<file path="config.mk">
export PLATFORM = sky130hd
export DESIGN_NAME = mux_rr_arbiter
export DESIGN_NICKNAME = d
export VERILOG_FILES = /design/src/rtl/mux_arb_pkg.sv /design/src/rtl/mux_rr_pick.sv /design/src/rtl/mux_rr_arbiter.sv
export SDC_FILE = /design/constraint.sdc
export NUM_CORES = 1
export LEC_CHECK = 0
export ABC_AREA = 1
export CELL_PAD_IN_SITES_DETAIL_PLACEMENT = 1
export CELL_PAD_IN_SITES_GLOBAL_PLACEMENT = 2
export CORE_UTILIZATION = 29
export CTS_CLUSTER_DIAMETER = 100
export DETAILED_ROUTE_END_ITERATION = 12
export PLACE_DENSITY = 0.91
export RECOVER_POWER = 50
export SLEW_MARGIN = 20
export SYNTH_ARGS = -nofsm -noshare
export SYNTH_HDL_FRONTEND = slang
export SYNTH_SLANG_ARGS = --single-unit
</file>
<file path="constraint.sdc">
create_clock -name clk -period 2.55 [get_ports clk]
set_clock_uncertainty 0.2 [all_clocks]
set_input_delay 0.255 -clock clk [delete_from_list [all_inputs] [get_ports clk]]
set_output_delay 0.255 -clock clk [all_outputs]
set_load 0.005 [all_outputs]
</file>
<file path="src/rtl/mux_arb_pkg.sv">
// Shared types and constants for the round-robin mux arbiter.
//   NREQ        number of requesters sharing the mux
//   SEL_W       width of the mux select / requester index
//   arb_state_t arbiter FSM state encoding
//   req_idx_t   requester index type
//   idx_onehot  converts a requester index to a one-hot vector
package mux_arb_pkg;

    localparam int NREQ  = 4;
    localparam int SEL_W = 2;

    typedef enum logic {
        IDLE = 1'b0,
        BUSY = 1'b1
    } arb_state_t;

    typedef logic [SEL_W-1:0] req_idx_t;

    function automatic logic [NREQ-1:0] idx_onehot(input req_idx_t i);
        return NREQ'(1) << i;
    endfunction

endpackage

</file>
<file path="src/rtl/mux_rr_pick.sv">
// Combinational round-robin picker.
//   req   [3:0]  request vector
//   ptr   [1:0]  highest-priority position
//   found        at least one request is set
//   idx   [1:0]  first set request at or after ptr, wrapping 3 -> 0
module mux_rr_pick
    import mux_arb_pkg::*;
(
    input  logic [NREQ-1:0] req,
    input  req_idx_t        ptr,
    output logic            found,
    output req_idx_t        idx
);

    req_idx_t cand;

    // Scan from the farthest offset down to ptr itself so the nearest
    // set bit (in wrapped order) is the last one written and wins.
    always_comb begin
        found = 1'b0;
        idx   = ptr;
        cand  = ptr;
        for (int i = NREQ - 1; i >= 0; i--) begin
            cand = ptr + req_idx_t'(i);
            if (req[cand]) begin
                found = 1'b1;
                idx   = cand;
            end
        end
    end

endmodule

</file>
<file path="src/rtl/mux_rr_arbiter.sv">
// Round-robin scheduler sharing a 4:1 mux between four requesters. It drives
// the mux select and captures the mux output into a one-entry output register.
//   clk        clock, rising edge
//   rst        asynchronous active-high reset
//   req  [3:0] requester k has valid data on mux input k
//   gnt  [3:0] one-hot ready back to requesters
//   sel  [1:0] mux select, always the current (or last) owner
//   y    [DW]  mux output, combinational from sel
//   out_valid / out_ready / out_data / out_src  downstream output stage
//   busy       arbiter FSM is in BUSY (exposes the state)
//
// Handshakes: a beat moves only on a rising edge where valid and ready are both
// high in the same cycle. Upstream, req[k] is the valid and gnt[k] the ready, so a
// transfer is gnt[k] & req[k]; downstream, out_valid/out_ready. Valid must not
// depend on ready; gnt depends on out_ready so a full output register can be
// drained and refilled on the same edge.
module mux_rr_arbiter
    import mux_arb_pkg::*;
#(
    parameter int BURST_LEN = 4,
    parameter int DW        = 4
) (
    input  logic            clk,
    input  logic            rst,
    input  logic [NREQ-1:0] req,
    output logic [NREQ-1:0] gnt,
    output req_idx_t        sel,
    input  logic [DW-1:0]   y,
    output logic            out_valid,
    input  logic            out_ready,
    output logic [DW-1:0]   out_data,
    output req_idx_t        out_src,
    output logic            busy
);

    arb_state_t    state_q, state_d;
    req_idx_t      owner_q, owner_d;
    req_idx_t      rr_ptr, rr_ptr_d;
    logic [3:0]    burst_cnt, burst_cnt_d;
    logic          out_valid_d;
    logic [DW-1:0] out_data_d;
    req_idx_t      out_src_d;

    logic          pick_found;
    req_idx_t      pick_idx;
    logic          slot_free;
    logic          xfer;
    logic          last_beat;

    mux_rr_pick u_pick (
        .req   (req),
        .ptr   (rr_ptr),
        .found (pick_found),
        .idx   (pick_idx)
    );

    assign busy      = (state_q == BUSY);
    assign sel       = owner_q;
    assign slot_free = !out_valid || out_ready;
    assign gnt       = (busy && slot_free) ? idx_onehot(owner_q) : '0;
    assign xfer      = |(gnt & req);
    assign last_beat = (burst_cnt == 4'(BURST_LEN - 1));

    always_comb begin
        state_d     = state_q;
        owner_d     = owner_q;
        rr_ptr_d    = rr_ptr;
        burst_cnt_d = burst_cnt;
        out_valid_d = out_valid;
        out_data_d  = out_data;
        out_src_d   = out_src;

        case (state_q)
            IDLE: begin
                if (pick_found) begin
                    state_d     = BUSY;
                    owner_d     = pick_idx;
                    burst_cnt_d = 4'd0;
                end
            end
            BUSY: begin
                if (xfer) begin
                    burst_cnt_d = burst_cnt + 4'd1;
                end
                // Release on a full burst or when the owner withdraws its
                // request; the released owner drops to lowest priority.
                if ((xfer && last_beat) || (!req[owner_q] && !xfer)) begin
                    state_d     = IDLE;
                    rr_ptr_d    = owner_q + req_idx_t'(1);
                    burst_cnt_d = 4'd0;
                end
            end
            default: state_d = IDLE;
        endcase

        // A transfer overwrites the register, which also covers a
        // simultaneous pop; a lone pop just empties it.
        if (xfer) begin
            out_valid_d = 1'b1;
            out_data_d  = y;
            out_src_d   = owner_q;
        end else if (out_valid && out_ready) begin
            out_valid_d = 1'b0;
        end
    end

    always_ff @(posedge clk or posedge rst) begin
        if (rst) begin
            state_q   <= IDLE;
            owner_q   <= '0;
            rr_ptr    <= '0;
            burst_cnt <= 4'd0;
            out_valid <= 1'b0;
            out_data  <= '0;
            out_src   <= '0;
        end else begin
            state_q   <= state_d;
            owner_q   <= owner_d;
            rr_ptr    <= rr_ptr_d;
            burst_cnt <= burst_cnt_d;
            out_valid <= out_valid_d;
            out_data  <= out_data_d;
            out_src   <= out_src_d;
        end
    end

endmodule

</file>
After elaboration in Yosys (flattened, before gate mapping)
Cells that the tools add are included.
Widths: inputs -> output; s select.
{"block": "totals", "input_bits": 11, "regBits": 16}
{"block": "op_classes", "n_eq_ne": 3, "reduce_logical": 14, "shifts": 1, "add_sub_neg": 5, "n_mux": 28, "bitwise": 2, "n_lt_le_gt_ge": 5}
{"op": "$mux 4", "count": 4}
{"op": "$lt 2x3->1 const B", "count": 5}
{"op": "$mux 1", "count": 13}
{"op": "$bmux 1 s2", "count": 5}
{"op": "$mux 2", "count": 4}
{"op": "$pmux 4 s2", "count": 1}
{"op": "$reduce_and 2->1", "count": 3}
{"op": "$add 2x1->2 const B", "count": 2}
{"op": "$add 2x2->2 const B", "count": 2}
{"op": "$add 4x1->4 const B", "count": 1}
{"op": "$and 4x4->4", "count": 1}
{"op": "$eq 4x2->1 const B", "count": 1}
{"op": "$logic_and 1x1->1", "count": 4}
{"op": "$reduce_or 4->1", "count": 1}
{"op": "$shl 1x2->4 const A", "count": 1}
{"op": "$logic_not 1->1", "count": 3}
{"op": "$ne 3x1->1 const B", "count": 1}
{"op": "$logic_or 1x1->1", "count": 2}
{"op": "$ne 2x2->1 const B", "count": 1}
{"op": "$pmux 1 s2", "count": 1}
{"op": "$reduce_bool 2->1", "count": 1}
{"op": "$not 1->1", "count": 1}

Longest topological paths before layout
Gate-level depths: netlist of run 1.
{"block": "logic_depth", "depth_word": 11, "mapped_depth": 11, "ltp_nobuf": 10}

Modules after synthesis
A second synthesis of run 1 with hierarchy kept.
{"block": "hier_totals", "hier_cells": 159, "area_unflattened_um2": 1101.1}
{"module": "mux_rr_arbiter", "cells_per_inst": 106, "seq_area_each_um2": 400.4, "area_per_inst_um2": 867.1, "instances": 1}
{"module": "mux_rr_pick", "cells_per_inst": 53, "seq_area_each_um2": 0.0, "area_per_inst_um2": 234.0, "instances": 1}

Least setup slack after synthesis of run 1
No wires, ideal clock.
{"block": "synth_path", "kind": "register to register", "from": "reg owner_q[0] (netlist: sel[0])", "to": "reg burst_cnt[2]", "setup_time_ns": 0.117, "path_stages_with_launch": 11, "t_required_ns": 2.233, "path_buffers": 0, "t_arrival_ns": 1.398, "path_slack_ns": 0.835, "cell_sequence": "dfrtp_1 > inv_1 > ha_1 > nand4_1 > nand2_1 > nor2_2 > nand2_2 > nand2_1 > nand2_1 > nand3_1 > nand2_1"}
{"block": "synth_via", "elab_chain_len": 9, "elab_cells_between_ends": 15}
{"element": "start, declared", "line": "mux_rr_arbiter.sv:37", "rtl": "req_idx_t owner_q, owner_d;"}
{"element": "start signal, assigned", "line": "mux_rr_arbiter.sv:118", "rtl": "owner_q <= owner_d;"}
{"element": "$shl 1x2->4", "line": "mux_arb_pkg.sv:20", "rtl": "return NREQ'(1) << i;"}
{"element": "$mux 4", "line": "mux_rr_arbiter.sv:60", "rtl": "assign gnt = (busy && slot_free) ? idx_onehot(owner_q) : '0;"}
{"element": "$and 4x4->4", "line": "mux_rr_arbiter.sv:61", "rtl": "assign xfer = |(gnt & req);"}
{"element": "$reduce_or 4->1", "line": "mux_rr_arbiter.sv:61"}
{"element": "$logic_not 1->1", "line": "mux_rr_arbiter.sv:87", "rtl": "if ((xfer && last_beat) || (!req[owner_q] && !xfer)) begin"}
{"element": "$logic_and 1x1->1", "line": "mux_rr_arbiter.sv:87"}
{"element": "$logic_or 1x1->1", "line": "mux_rr_arbiter.sv:87"}
{"element": "$mux 4 or $ne 3x1->1 (tied branches)"}
{"element": "$pmux 4 s2 or $reduce_and 2->1 (tied branches)"}
{"element": "end signal, assigned", "line": "mux_rr_arbiter.sv:120", "rtl": "burst_cnt <= burst_cnt_d;"}
{"element": "end, declared", "line": "mux_rr_arbiter.sv:39", "rtl": "logic [3:0] burst_cnt, burst_cnt_d;"}
Parallel ways exist; a longest one is shown, timed or not. The select of a mux whose other input is x is not followed.
A chain may end at the register's enable or synchronous reset.

Final worst setup path of run 1
{"block": "layout_path", "from": "reg owner_q[0] (netlist: sel[0])", "to": "out gnt[0]"}
{"block": "layout_via", "elab_chain_len": 2}
{"element": "$shl 1x2->4", "line": "mux_arb_pkg.sv:20"}
{"element": "$mux 4", "line": "mux_rr_arbiter.sv:60"}
{"element": "end, declared", "line": "mux_rr_arbiter.sv:26", "rtl": "output logic [NREQ-1:0] gnt,"}
No other way between the ends.

==> summary.txt, run 1 <==
Routing
  – Initial DRC Count: approximately 70
  – Routed wire length: 2750 µm
  – Vias per std cell: roughly 4.7
  – DRC: 0
  – Post-route antenna net violation count: 0
  – Drt pass-1 iters: 4
  – Via count: 1,041
  – DR WL/cell: 12.5 µm

Run status
  – Status: completed

Final layout
  – Filler cell count in the final layout: 445
  – Cell area after layout: 1390 µm²
  – Multi-input gate area: 569 µm²
  – Share of layout cells above drive strength 1: about 8.0%
  – Final #Nets: 192
  – P&R area growth vs syn: 30.1%
  – Register area: 400 µm²
  – Antenna Cells: 0

Power and ir drop
  – PwrDens: 1250 nW/µm²
  – Static Leak: slightly above 0.7 nW
  – IR drop worst, VDD: between 300 and 400 µV

Worst hold path
  – Hold Path Class: flop to flop

Critical path
  – Most used cell, CP: inv_1
  – CP required: 2.10 ns
  – Slowest cell on crit path: clkdlybuf4s50_1
  – Crit Path Max Fanout: 7
  – Flop-to-flop setup slack: 0.52 ns
  – Worst path top cell family by delay: buffers and inverters
  – Slowest stage delay, CP: ~0.5 ns
  – Type of origin of the critical path: flop
  – Buf+Inv Stages, Crit Path: 3
  – Critical Path End Type: output port
  – CP Class: flop to output port
  – Crit path cell chain: inv_1 -> ha_1 -> inv_1 -> nor2_1 -> clkdlybuf4s50_1
  – Critical path arrival: 1.77 ns

Global routing
  – Via count of the first global-routing pass: 1,091
  – Largest net degree at the start of global routing: 17
  – GR Util met2: 28.5%
  – First-pass GRT wire length: between 5000 and 6000 µm
  – Met3 Track Usage GR: 3.28%
  – Initial antenna violation count: 0
  – Total congestion overflow: 0
  – Met1 usage: between 10% and 20%
  – Top Usage Layer GRT: met2
  – Gr usage total: 16.0%

STA
  – RSZ-0062 raised after global routing: false
  – Fin. Hold Viols: 0
  – Highest clock rate: 448 MHz
  – Max Slew Vio Count: 0
  – Tcrit/Tclk final: between 80% and 90%
  – TNS Setup: 0 ns
  – Slew @ Worst Pin: 0.640 ns
  – Setup violators final: 0
  – Slew margin rel.: between 50% and 60%
  – Tmin final: 2.23 ns
  – Final hold slack: 0.278 ns

CTS
  – Clock Pin Slew Worst Setup and Hold Paths: 0.06 ns
  – Postcts setup bufs: 0
  – CTS Hold Buffers Added: 0
  – CTS Buf Count: 3
  – Cts repair resizes: 0
  – Max clock buf depth: 2
  – Clk_lat worst skew: between 0.2 and 0.25 ns
  – H-tree levels: 1
  – CTS tree: yes
  – Clock sinks: 16
  – Root buffer cell: clkbuf_8

Synth
  – Avg Cell Area, Syn: between 7 and 8 µm²
  – #FFs+latches synth: 16
  – Synth Instances: 149
  – Post-Synthesis Cell Area: 1070 µm²
  – Yosys warns: 0
  – Sequential fraction of the synthesis area: 37.4%
  – Post-synthesis cell type count: 24
  – Synthesized Nets: 165

Floorplan
  – Die H: ~63 µm
  – DIE WIDTH: about 63 µm
  – Starting density of the core: 31.1%
  – Rows: 21
  – I/O pin cnt: 25
  – Core Area: 3440 µm²
  – Die area: 3940 µm²

Placed design
  – I/O Buffers: 24
  – Placed cell area: around 1400 µm²
  – RD Place Congestion: between 0.7 and 0.8
  – HPWL after detailed placement: 2230 µm

Flow run
  – Max_cap viols: 0
worst register-to-register path, stage by stage (launching register included):
cell and delay [ns]:
dfrtp_1 0.44, inv_1 0.17, ha_1 0.26, nand4_1 0.10, nand2_1 0.10, nor2_2 0.17, nand2_2 0.10, nand2_1 0.10
nand2_1 0.11, nand3_1 0.10, nand2_1 0.07
area by class of cell:
type / count / area share [%]
sequential: 16 / 28.7
inverter: 20 / 5.57
timing repair buffer: 25 / 17.8
multi-input combinational: 110 / 40.8
tap: 46 / 4.13
clock buffer: 3 / 2.96
Yosys cell counts:
library cell / instances / area [µm²]
a21boi_0: 1 / 7.51
a21oi_1: 7 / 35.0
a21oi_4: 2 / 32.5
buf_2: 1 / 5.00
buf_4: 1 / 7.51
buf_6: 1 / 11.3
dfrtp_1: 16 / 400
ha_1: 5 / 62.6
inv_1: 18 / 67.6
inv_2: 1 / 3.75
inv_4: 1 / 6.26
nand2_1: 51 / 191
nand2_2: 2 / 12.5
nand2_4: 1 / 11.3
nand3_1: 6 / 30.0
nand4_1: 4 / 25.0
nor2_1: 11 / 41.3
nor2_2: 1 / 6.26
o21ai_0: 10 / 50.1
o21ai_1: 4 / 20.0
o21ai_2: 1 / 8.76
or2_4: 1 / 8.76
xnor2_1: 1 / 8.76
xor2_1: 2 / 17.5
power by group:
| group | internal [mW] | total (mW) | switching [mW] |
|---|---|---|---|
| registers | 0.371 | 0.512 | 0.141 |
| logic | 0.452 | 1.05 | 0.594 |
| clock network | 0.105 | 0.182 | 0.0771 |
stage by stage:
step           utilization (%)  setup WS (ns)  total power, mW  std cells
6_report                  40.5          0.320             1.74        220
5_1_grt                   40.5          0.199             1.94        220
4_1_cts                   40.5          0.313             1.79        220
3_5_place_dp              39.3          0.422             1.60        217
3_3_place_gp              39.3          0.488             1.55        217
2_1_floorplan                -          0.835             1.20        149
layout by cell type (no fill, tap or decap), drive strengths merged:
cell / Yosys / layout
o21ai: 15 / 15
nand2: 54 / 54
inv: 20 / 20
nand3: 6 / 6
or2: 1 / 1
clkdlybuf4s50: 0 / 16
a21boi: 1 / 1
xnor2: 1 / 1
dlygate4sd3: 0 / 8
a21oi: 9 / 9
dfrtp: 16 / 16
ha: 5 / 5
xor2: 2 / 2
nand4: 4 / 4
buf: 3 / 1
nor2: 12 / 12
clkbuf: 0 / 3
per-layer routing:
| metal | vias to the layer above | wire [µm] |
|---|---|---|
| met4 | 0 | 27 |
| met3 | 5 | 100 |
| li1 | 520 | - |
| met5 | - | 0 |
| met2 | 16 | 1380 |
| met1 | 500 | 1240 |
kinds of logic after synthesis:
logic type,count (synthesis),synth area share [%]
simple gates,77,30.5
xor+xnor,3,2.45
flops,16,37.4
buf+inv,23,9.46
fa+ha+maj,5,5.84
compound gates,25,14.4
path summary, 6_finish.rpt:
| check | endpoint | cells after the start | from |
|---|---|---|---|
| max | gnt[0] | 5 | sel[0] |
| min | out_data[3] | 2 | out_data[3] |
| max reg2reg | burst_cnt[3] | 10 | sel[0] |
| min reg2reg | out_data[3] | 2 | out_data[3] |
| max in group asynchronous | rr_ptr[1] | 2 | rst |
| min in group asynchronous | out_src[0] | 2 | rst |
registers in the layout, summed over array words and instances (netlist names):
name / count
sel: 2
out_src: 2
out_valid: 1
rr_ptr: 2
out_data: 4
burst_cnt: 4
busy: 1
Note: power is estimated with default switching activity, not from simulation.
==> inputs of run 2 (changes only) <==
--- a/config.mk
+++ b/config.mk
@@ -11,6 +11,8 @@
 export CORE_UTILIZATION = 29
 export CTS_CLUSTER_DIAMETER = 100
 export DETAILED_ROUTE_END_ITERATION = 12
+export GPL_TIMING_DRIVEN = 0
+export HOLD_SLACK_MARGIN = 0.03
 export PLACE_DENSITY = 0.91
 export RECOVER_POWER = 50
 export SLEW_MARGIN = 20
==> summary.txt, run 2 (same netlist as run 1, synthesis figures left out) <==
CTS
  – Root buffer cell: clkbuf_8
  – Postcts setup bufs: 0
  – CTS Hold Buffers Added: 0
  – Max clock buf depth: 2
  – Clock sinks: 16
  – CTS tree: yes
  – Clk_lat worst skew: 0.25 ns
  – CTS Buf Count: 3
  – Cts repair resizes: 0
  – H-tree levels: 1
  – Clock Pin Slew Worst Setup and Hold Paths: 0.07 ns

Floorplan
  – Die area: just under 4000 µm²
  – Starting density of the core: a little under a third
  – Die H: between 60 and 70 µm
  – Rows: 21
  – I/O pin cnt: 25
  – Core Area: between 3000 and 4000 µm²
  – DIE WIDTH: between 60 and 70 µm

STA
  – Fin. Hold Viols: 0
  – Slew @ Worst Pin: 0.620 ns
  – Tmin final: 2.21 ns
  – Setup violators final: 0
  – TNS Setup: 0 ns
  – Max Slew Vio Count: 0
  – RSZ-0062 raised after global routing: false
  – Tcrit/Tclk final: between 80% and 90%
  – Slew margin rel.: roughly 59%
  – Highest clock rate: 452 MHz
  – Final hold slack: 0.279 ns

Final layout
  – Most common cell after layout, fill and taps aside: nand2_1
  – Most frequent cells in the layout: nand2_1 (51), inv_1 (18), dfrtp_1 (16), clkdlybuf4s50_1 (16), nor2_1 (11)
  – Share of layout cells above drive strength 1: 9.60%
  – Final #Nets: 194
  – Multi-input gate area: 569 µm²
  – Final non-filler cell total: 223
  – Antenna Cells: 0
  – Largest regs: burst_cnt: 4 flops, out_data: 4 flops
  – Cell area after layout: about 1400 µm²
  – Filler cell count in the final layout: approximately 430
  – P&R area growth vs syn: 32.9%
  – Register area: 400 µm²

Critical path
  – Crit Path Max Fanout: 7
  – Crit path cell chain: inv_1 -> ha_1 -> inv_1 -> nor2_1 -> clkdlybuf4s50_1
  – Critical path arrival: 1.76 ns
  – Buf+Inv Stages, Crit Path: 3
  – Slowest cell on crit path: clkdlybuf4s50_1
  – Worst path top cell family by delay: buffers and inverters
  – Critical Path End Type: output port
  – CP Class: flop to output port
  – Type of origin of the critical path: flop
  – Most used cell, CP: inv_1
  – Slowest stage delay, CP: 0.50 ns
  – CP required: 2.10 ns

Flow run
  – Max_cap viols: 0

Routing
  – Via count: 1,030
  – Vias per std cell: about 4.6
  – Routed wire length: between 2000 and 3000 µm
  – Drt pass-1 iters: 3
  – Initial DRC Count: 31
  – Post-route antenna net violation count: 0
  – DR WL/cell: 12.2 µm
  – DRC: 0

Global routing
  – Total congestion overflow: 0
  – Initial antenna violation count: 0
  – Largest net degree at the start of global routing: 17
  – First-pass GRT wire length: about 5000 µm
  – Via count of the first global-routing pass: 1,127
  – Gr usage total: 15.9%

Power and ir drop
  – Switching Share: 45.6%
  – PwrDens: 1270 nW/µm²
  – IR drop worst, VDD: 346 µV
  – P_sw: 824 µW
  – Reg power frac: 25.9%
  – Static Leak: 0.722 nW
  – Logic pwr share: 61.7%
  – Part of the power in the clock network: 12.4%
  – Cell-internal power: ~980 µW

Placed design
  – HPWL after detailed placement: 2280 µm
  – RD Place Congestion: roughly 0.76
  – Placed cell area: 1370 µm²
  – I/O Buffers: 24
  – DP Cell Count: 219

Worst hold path
  – Hold Path Class: flop to flop

Run status
  – Status: completed
[run 2: cell count changes in the layout (fill, tap and decap cells not counted)]
cell      before  now
clkbuf_8       3    4
buf_6          0    1
buf_2          0    1
[run 2: power groups by stage]
| stage | combinational, mW | clock [mW] | sequential [mW] |
|---|---|---|---|
| 6_report | 1.11 | 0.224 | 0.468 |
| 5_1_grt | 1.28 | 0.245 | 0.489 |
| 4_1_cts | 1.15 | 0.231 | 0.474 |
| 3_5_place_dp | 1.15 | 0 | 0.478 |
| 3_3_place_gp | 1.11 | 0 | 0.465 |
| 2_1_floorplan | 0.741 | 0 | 0.460 |
[run 2: final timing paths]
check                             from     endpoint  slack (ns)  cells past startpoint
min reg2reg                out_data[1]  out_data[1]        0.28                      2
max in group asynchronous          rst       sel[1]        1.43                      2
min in group asynchronous          rst  out_data[3]        0.32                      2
max reg2reg                     sel[0]    rr_ptr[0]        0.55                      9
max                             sel[0]       gnt[2]        0.34                      5
min                        out_data[1]  out_data[1]        0.28                      2
[run 2: final cells by class]
class,count,share of cell area [%]
Sequential cell,16,28.1
Clock buffer,4,3.87
Timing Repair Buffer,24,16.9
Tap cell,46,4.04
Multi-Input combinational cell,110,40.0
Buffer,3,1.67
Inverter,20,5.45
[run 2: tightest hold or removal path, stage by stage (launching register included)]
cell	delay [ns]
dfrtp_1	0.34
nand2_1	0.05
nand2_1	0.05
[run 2: layer usage]
metal / vias to the layer above / share of wire, % / track usage [%]
met2: 15 / 52 / 29.3
met5: - / 0 / 0
met4: 0 / 0.92 / 5.81
li1: 523 / - / -
met3: 4 / 2.4 / 2.19
met1: 488 / 45 / 18.3
[run 2: through the flow]
step / setup WS, ns / util (%) / total power, mW
floorplan: 0.835 / - / 1.20
global placement: 0.462 / 39.8 / 1.57
detailed placement: 0.445 / 39.8 / 1.63
CTS: 0.307 / 41.4 / 1.86
global route: 0.205 / 41.4 / 2.01
finish: 0.337 / 41.4 / 1.80
==> inputs of run 3 (changes only) <==
--- a/config.mk
+++ b/config.mk
@@ -15,7 +15,6 @@
 export HOLD_SLACK_MARGIN = 0.03
 export PLACE_DENSITY = 0.91
 export RECOVER_POWER = 50
-export SLEW_MARGIN = 20
 export SYNTH_ARGS = -nofsm -noshare
 export SYNTH_HDL_FRONTEND = slang
 export SYNTH_SLANG_ARGS = --single-unit
==> results of run 3 <==
Same layout as run 2: the final DEF is identical, and so are final timing and power.
